[src/rtl/sr_pulse_arbiter.sv]
// sr_pulse_arbiter: round-robin owner of a shared SR latch; drives S/R pulses and verifies Q.
// Optional SR_SKIP_REDUNDANT_EN: acknowledge without pulsing when Q already holds the target.
module sr_pulse_arbiter #(
    parameter int PULSE_W = 2
) (
    input  logic clk,
    input  logic rst_n,
    input  logic req_a,
    input  logic op_a,
    input  logic req_b,
    input  logic op_b,
    input  logic Q,
    output logic S,
    output logic R,
    output logic ack_a,
    output logic ack_b,
    output logic err,
    output logic busy
);
    typedef enum logic [1:0] {IDLE, DRIVE, SETTLE, ACK} state_t;
    state_t r_state, w_state_nx;
    logic [3:0] r_cnt, w_cnt_nx;
    logic r_tgt, w_tgt_nx, r_win, w_win_nx, r_last, w_last_nx, r_mis, w_mis_nx;
    logic w_pick, w_op;
    // r_win/r_last: 0 = A, 1 = B; on a tie the side that was not served last wins
    assign w_pick = (req_a && req_b) ? !r_last : req_b;
    assign w_op   = w_pick ? op_b : op_a;
    always_ff @(posedge clk or negedge rst_n) begin
        if (!rst_n) begin
            r_state <= IDLE;
            r_cnt   <= 4'd0;
            r_tgt   <= 1'b0;
            r_win   <= 1'b0;
            r_last  <= 1'b1;
            r_mis   <= 1'b0;
        end else begin
            r_state <= w_state_nx;
            r_cnt   <= w_cnt_nx;
            r_tgt   <= w_tgt_nx;
            r_win   <= w_win_nx;
            r_last  <= w_last_nx;
            r_mis   <= w_mis_nx;
        end
    end
    always_comb begin
        w_state_nx = r_state;
        w_cnt_nx   = r_cnt;
        w_tgt_nx   = r_tgt;
        w_win_nx   = r_win;
        w_last_nx  = r_last;
        w_mis_nx   = r_mis;
        case (r_state)
            IDLE: if (req_a || req_b) begin
                w_win_nx  = w_pick;
                w_last_nx = w_pick;
                w_tgt_nx  = w_op;
                w_mis_nx  = 1'b0;
                w_cnt_nx  = 4'(PULSE_W - 1);
`ifdef SR_SKIP_REDUNDANT_EN
                w_state_nx = (w_op == Q) ? ACK : DRIVE;
`else
                w_state_nx = DRIVE;
`endif
            end
            DRIVE: if (r_cnt == 4'd0) w_state_nx = SETTLE;
                   else w_cnt_nx = r_cnt - 4'd1;
            SETTLE: begin
                w_mis_nx   = (Q != r_tgt);
                w_state_nx = ACK;
            end
            default: w_state_nx = IDLE;
        endcase
    end
    // outputs decode registered state only, so S and R can never overlap or glitch
    assign S     = (r_state == DRIVE) && r_tgt;
    assign R     = (r_state == DRIVE) && !r_tgt;
    assign ack_a = (r_state == ACK) && !r_win;
    assign ack_b = (r_state == ACK) && r_win;
    assign err   = (r_state == ACK) && r_mis;
    assign busy  = (r_state != IDLE);
endmodule

[config.mk]
export PLATFORM = sky130hd
export DESIGN_NAME = sr_pulse_arbiter
export DESIGN_NICKNAME = d
export VERILOG_FILES = /design/src/rtl/sr_pulse_arbiter.sv
export SDC_FILE = /design/constraint.sdc
export NUM_CORES = 1
export LEC_CHECK = 0
export CORE_MARGIN = 2
export CORE_UTILIZATION = 30
export CTS_BUF_LIST = sky130_fd_sc_hd__clkbuf_2
export DETAILED_ROUTE_END_ITERATION = 12
export GPL_TIMING_DRIVEN = 0
export PLACE_DENSITY = 0.59
export SLEW_MARGIN = 20
export SYNTH_ARGS = -nofsm -noshare
export SYNTH_HDL_FRONTEND = slang
export SYNTH_SLANG_ARGS = --single-unit
[constraint.sdc]
create_clock -name clk -period 4 [get_ports clk]
set_input_delay 1.2 -clock clk [delete_from_list [all_inputs] [get_ports clk]]
set_output_delay 1.2 -clock clk [all_outputs]
set_load 0.05 [all_outputs]
==> results of run 1 <==
final timing paths:
| kind | startpoint | endpoint | slack (ns) | cells past startpoint |
|---|---|---|---|---|
| min in group asynchronous | rst_n | r_cnt[1] | 1.24 | 1 |
| min | r_mis | r_mis | 0.53 | 2 |
| min reg2reg | r_mis | r_mis | 0.53 | 2 |
| max in group asynchronous | rst_n | r_last | 2.38 | 1 |
| max | r_state[1] | R | 0.70 | 5 |
| max reg2reg | r_cnt[0] | r_state[0] | 2.24 | 5 |
routing by layer:
metal,part of all wire (%),vias to the layer above,track usage [%]
met2,50,8,19.52
met4,0,0,1.351
li1,-,271,-
met5,0,-,0
met3,4.0,0,5.357
met1,46,253,14.31
tightest hold or removal path, delay by kind of cell, from the launching register on:
| kind | cells | cell delay, ns |
|---|---|---|
| simple gates | 1 | 0.07 |
| compound gates | 1 | 0.08 |
| flops | 1 | 0.36 |
power by group:
group	switching (uW)	internal (uW)
Clock	35.0	26.5
Combinational	221	158
Sequential	39.1	150
Total	295	334
layout make-up:
| type | count | area (um^2) | area share, % |
|---|---|---|---|
| clock buffers | 4 | 20.02 | 2.413 |
| multi-input cells | 50 | 371.6 | 44.80 |
| inverters | 6 | 22.52 | 2.715 |
| well taps | 27 | 33.78 | 4.072 |
| flip-flops and latches | 10 | 251.5 | 30.32 |
| repair buffers | 12 | 120.1 | 14.48 |
| plain buffers | 2 | 10.01 | 1.207 |
kinds of logic after synthesis:
kind of cell / count (synthesis) / synth area share, %
and+or+nand+nor: 24 / 21.95
AOI/OAI and AO/OA: 16 / 16.99
DFF: 10 / 38.36
buffers and inverters: 8 / 4.962
adders and majority gates: 6 / 11.45
muxes: 3 / 4.962
xor gates and xnor gates: 1 / 1.336
flip-flops by register name, indices dropped and copies added (netlist names):
signal and cells:
r_cnt 4, r_state 2, r_last 1, r_mis 1, r_tgt 1, r_win 1
cells in the mapped netlist (2+ instances only):
| cell | n | share of area (%) |
|---|---|---|
| nand2_1 | 5 | 2.9 |
| ha_1 | 6 | 11 |
| buf_2 | 2 | 1.5 |
| and2_1 | 3 | 2.9 |
| o21ai_1 | 2 | 1.5 |
| o21ai_0 | 3 | 2.3 |
| nor2_1 | 3 | 1.7 |
| inv_1 | 6 | 3.4 |
| a22o_1 | 2 | 2.7 |
| dfrtp_1 | 9 | 34 |
| mux2_1 | 2 | 3.4 |
| nor2b_1 | 3 | 2.9 |
| nand2b_1 | 3 | 2.9 |
stage by stage:
step	util, %	hold slack, ns	instance area [um^2]	total power (uW)
floorplan	-	0.4634	655.6	468.1
global placement	40.44	0.4978	809.5	561.3
detailed placement	40.44	0.4981	809.5	573.4
CTS	41.44	0.5275	829.5	639.1
global route	41.44	0.5496	829.5	685.0
finish	41.44	0.5337	829.5	629.5
==> run_results.csv, run 1 <==
group,metric,value,unit
outcome,outcome,"finished clean",
global_route,overflow,0,
yosys,yosys_register_bits,10,
worst_setup_path,crit_type,"reg -> out",
worst_setup_path,required,2.80,ns
final_layout,fin_cells,111,
timing,setup_viol_count_final,0,
timing,fmax,303.4,MHz
yosys,syn_avg_cell_area,9.642,um^2
die,die_w,50.75,um
global_route,grt_max_degree,11,
cts,clk_latency,0.26,ns
detailed_routing,vias,532,
timing,post-route-period-util,82.39,%
yosys,seq_area_frac_synth,38.36,%
timing,drv_slew,0,
yosys,synth_warnings,0,
cts,cts_max_level,1,
yosys,synth-edff-count,0,
timing,timing.slew.headroom,66.72,%
detailed_routing,via_per_inst,4.793,
worst_setup_path,critPathTopFamily,"buffers and inverters",
placement,gp_congestion,0.7338,
die,die-area,0.002576,mm^2
timing,tns,0,ns
die,fp-row-count,16,
die,die_h,50.75,um
yosys,syn_nets,81,
die,core_area,0.002002,mm^2
timing,finalHoldViolCount,0,
final_layout,layout_commonest_cell,"clkdlybuf4s50_1",
cts,cts_root_buffer,"clkbuf_2",
placement,dp_cells,107,
yosys,ys_async_sr_fraction,100.0,%
power_and_ir_drop,leakagePower,0.0003638,uW
worst_setup_path,worstPathArrival,2.10,ns
power_and_ir_drop,power.density,758.8,mW/mm^2
cts,ctsHoldBuffers,0,
worst_setup_path,cp_slowest_cell,"clkdlybuf4s50_1",
global_route,grt_pass1_wl,2249,um
placement,portBuffers,12,
yosys,synth_cells,68,
die,io_pins,13,
timing,finalClockSkew,0.02023,ns
final_layout,diodes,0,
yosys,ys.flop_type,"dfrtp_1",
global_route,track_usage,11.74,%
detailed_routing,drc,0,
worst_setup_path,crit_fanout,10,
cts,cts_tree,"done",
timing,period_minus_slack,3.295,ns
worst_setup_path,cp_cell_sequence,"inv_1, ha_1, buf_2, nor2b_1, clkdlybuf4s50_1",
global_route,grt_pass1_vias,523,
detailed_routing,routed_wl,1338,um
final_layout,syn2layout_area_growth,26.53,%
yosys,syn-cell-area,655.6,um^2
cts,cts.clk_slew.worst_paths,0.08,ns
worst_setup_path,cp_num_buf_inv,3,
detailed_routing,drt_first_iter_violations,3,
die,start_util,32.75,%
timing,worst_slew_pin_slew,0.4976,ns
final_layout,nFillCells,206,
min_path,hp-class,"reg -> reg",
placement,pre_cts_ws,0.9619,ns
final_layout,mostFrequentLayoutCells,"clkdlybuf4s50_1, dfrtp_1, inv_1, ha_1, nand2_1",
final_layout,nNetsFinal,98,
cts,post_cts_resized,0,
power_and_ir_drop,max-vdd-ir-drop,0.3511,mV
yosys,ys_types,32,
cts,cts.sinks,10,
cts,cts_buffer_depth,2,
detailed_routing,detail-route-antenna-nets,0,
cts,cts_setup_buffers,0,
job,cap_violations,0,
timing,setup_ws,0.7046,ns
cts,cts_buffers,3,
detailed_routing,firstDrtPassIters,2,
global_route,antenna_found_initial,0,
timing,rsz0062_at_grt,"false",
worst_setup_path,slowest_delay,0.81,ns
detailed_routing,wl_per_cell,12.05,um
worst_setup_path,end_kind,"output port",
final_layout,drive_gt1_share,11.90,%
worst_setup_path,worstSetupStartpointType,"flop",
Note: power is estimated with default switching activity, not from simulation.
==> run 2, diff against run 1 <==
==> constraint.sdc (replaced) <==
create_clock -name clk -period 3.1 [get_ports clk]
set_input_delay 0.93 -clock clk [delete_from_list [all_inputs] [get_ports clk]]
set_output_delay 0.93 -clock clk [all_outputs]
set_load 0.05 [all_outputs]
==> run_results.csv, run 2 (synthesis results as in run 1) <==
group,metric,value,unit
cts,cts_root_buffer,"clkbuf_2",
min_path,min_to,"r_mis",
die,die-area,0.002576,mm^2
die,fp-row-count,16,
worst_setup_path,cp_cell_sequence,"inv_1, ha_1, buf_2, inv_1, clkdlybuf4s50_1",
detailed_routing,routed_wl,1334,um
worst_setup_path,cp_num_buf_inv,4,
timing,drv_slew,0,
worst_setup_path,crit_type,"reg -> out",
worst_setup_path,reg2reg_to,"r_state[0]",
detailed_routing,drt_first_iter_violations,3,
die,start_util,32.75,%
final_layout,mostFrequentLayoutCells,"clkdlybuf4s50_1, dfrtp_1, inv_1, ha_1, nand2_1",
detailed_routing,firstDrtPassIters,2,
die,io_pins,13,
worst_setup_path,reg2reg_depth,5,
worst_setup_path,r2r_setup_slack,1.34,ns
power_and_ir_drop,max-vdd-ir-drop,0.4530,mV
worst_setup_path,critPathTopFamily,"buffers and inverters",
global_route,grt_pass1_vias,523,
final_layout,layout_commonest_cell,"clkdlybuf4s50_1",
timing,hold_slack,0.5337,ns
global_route,antenna_found_initial,0,
detailed_routing,wl_per_cell,12.02,um
placement,dp_cells,107,
timing,setup_viol_count_final,0,
min_path,hp-start,"r_mis",
final_layout,regMostFlops,"r_cnt",
die,die_h,50.75,um
final_layout,diodes,0,
placement,gp_congestion,0.7338,
min_path,hp-class,"reg -> reg",
worst_setup_path,slowest_delay,0.79,ns
final_layout,nFillCells,204,
worst_setup_path,worstSetupStartpointType,"flop",
power_and_ir_drop,leakagePower,0.0003974,uW
timing,period_minus_slack,2.884,ns
global_route,track_usage,11.74,%
detailed_routing,wl_met1,614,um
detailed_routing,top_layer_used,"met3",
detailed_routing,dr_wl_met3,54,um
placement,portBuffers,12,
worst_setup_path,worstPathArrival,1.95,ns
detailed_routing,via_per_inst,4.793,
global_route,overflow,0,
cts,clk_latency,0.26,ns
die,die_w,50.75,um
detailed_routing,detail-route-antenna-nets,0,
timing,rsz0062_at_grt,"false",
final_layout,nNetsFinal,98,
power_and_ir_drop,power.density,971.3,mW/mm^2
final_layout,fin_cells,111,
final_layout,largest_reg_flops,4,
final_layout,final_util,41.69,%
timing,timing.slew.headroom,66.51,%
detailed_routing,wl_met2,665,um
detailed_routing,vias,532,
worst_setup_path,required,2.17,ns
cts,cts_max_level,1,
worst_setup_path,end_kind,"output port",
worst_setup_path,cp_slowest_cell,"clkdlybuf4s50_1",
final_layout,drive_gt1_share,11.90,%
timing,finalHoldViolCount,0,
cts,cts_tree,"done",
global_route,grt_pass1_wl,2249,um
worst_setup_path,crit_path_frequent_cell,"inv_1",
global_route,grt_max_degree,11,
worst_setup_path,r2r_start,"r_cnt[0]",
job,cap_violations,0,
timing,worst_slew_pin_slew,0.5015,ns
cts,cts.sinks,10,
cts,ctsHoldBuffers,0,
timing,fmax,346.7,MHz
worst_setup_path,crit_fanout,10,
min_path,hold_depth,2,
cts,cts_buffers,3,
timing,finalClockSkew,0.02023,ns
cts,cts_buffer_depth,2,
final_layout,largest_registers,"r_cnt x4, r_state x2",
detailed_routing,drc,0,
die,core_area,0.002002,mm^2
outcome,outcome,"finished clean",
timing,tns,0,ns
cts,cts.clk_slew.worst_paths,0.08,ns
final_layout,syn2layout_area_growth,27.29,%
timing,post-route-period-util,93.05,%
==> run 2: cell types whose count changed in the layout (fill, tap and decap cells not counted) <==
cell             change
clkdlybuf4s50_1      -2
dlymetal6s2s_1       +2
==> run 2: layer usage <==
metal,track usage [%],vias up
li1,-,271
met1,14.31,253
met5,0,-
met4,1.351,0
met3,5.357,0
met2,19.52,8
==> run 2: per-stage QoR <==
step / total power, uW / area (um^2) / setup WS, ns
after CTS: 824.6 / 829.5 / 0.04553
after detailed placement: 739.9 / 809.5 / 0.3319
after floorplan: 603.9 / 655.6 / 0.6429
after global placement: 724.3 / 809.5 / 0.3778
after global routing: 882.1 / 834.6 / 0.1177
final: 810.6 / 834.6 / 0.2155
==> run 2: power breakdown <==
| part | internal, uW | switching, uW |
|---|---|---|
| clock | 34.2 | 45.2 |
| combinational | 203 | 284 |
| sequential | 193 | 50.5 |
| total | 431 | 380 |
==> run 2: cell type report <==
| type | count | area [um^2] | area share [%] |
|---|---|---|---|
| tap | 27 | 33.78 | 4.048 |
| buffer | 2 | 10.01 | 1.199 |
| clock buffer | 4 | 20.02 | 2.399 |
| timing repair buffer | 12 | 125.1 | 14.99 |
| sequential | 10 | 251.5 | 30.13 |
| inverter | 6 | 22.52 | 2.699 |
| multi-input combinational | 50 | 371.6 | 44.53 |
==> run 2: how the worst max path moves through the flow <==
stage	depth (start not counted)	endpoint	slack, ns	start
5_1_grt	5	busy	0.12	r_state[0]
2_1_floorplan	4	R	0.64	r_state[1]
3_3_place_gp	5	R	0.38	r_state[1]
3_5_place_dp	5	R	0.33	r_state[1]
4_1_cts	5	R	0.05	r_state[1]
6_report	5	busy	0.22	r_state[0]
==> run 2: what timing repair did <==
action | CTS | global route
gates resized for setup | 0 | 2
endpoints found under the setup margin | 0 | 2
setup buffers | 0 | 0
==> run 2: tightest hold or removal path, cell delays in order (launching register included) <==
cell and delay, ns:
dfrtp_1 0.36, o21ai_0 0.08, nand2_1 0.07
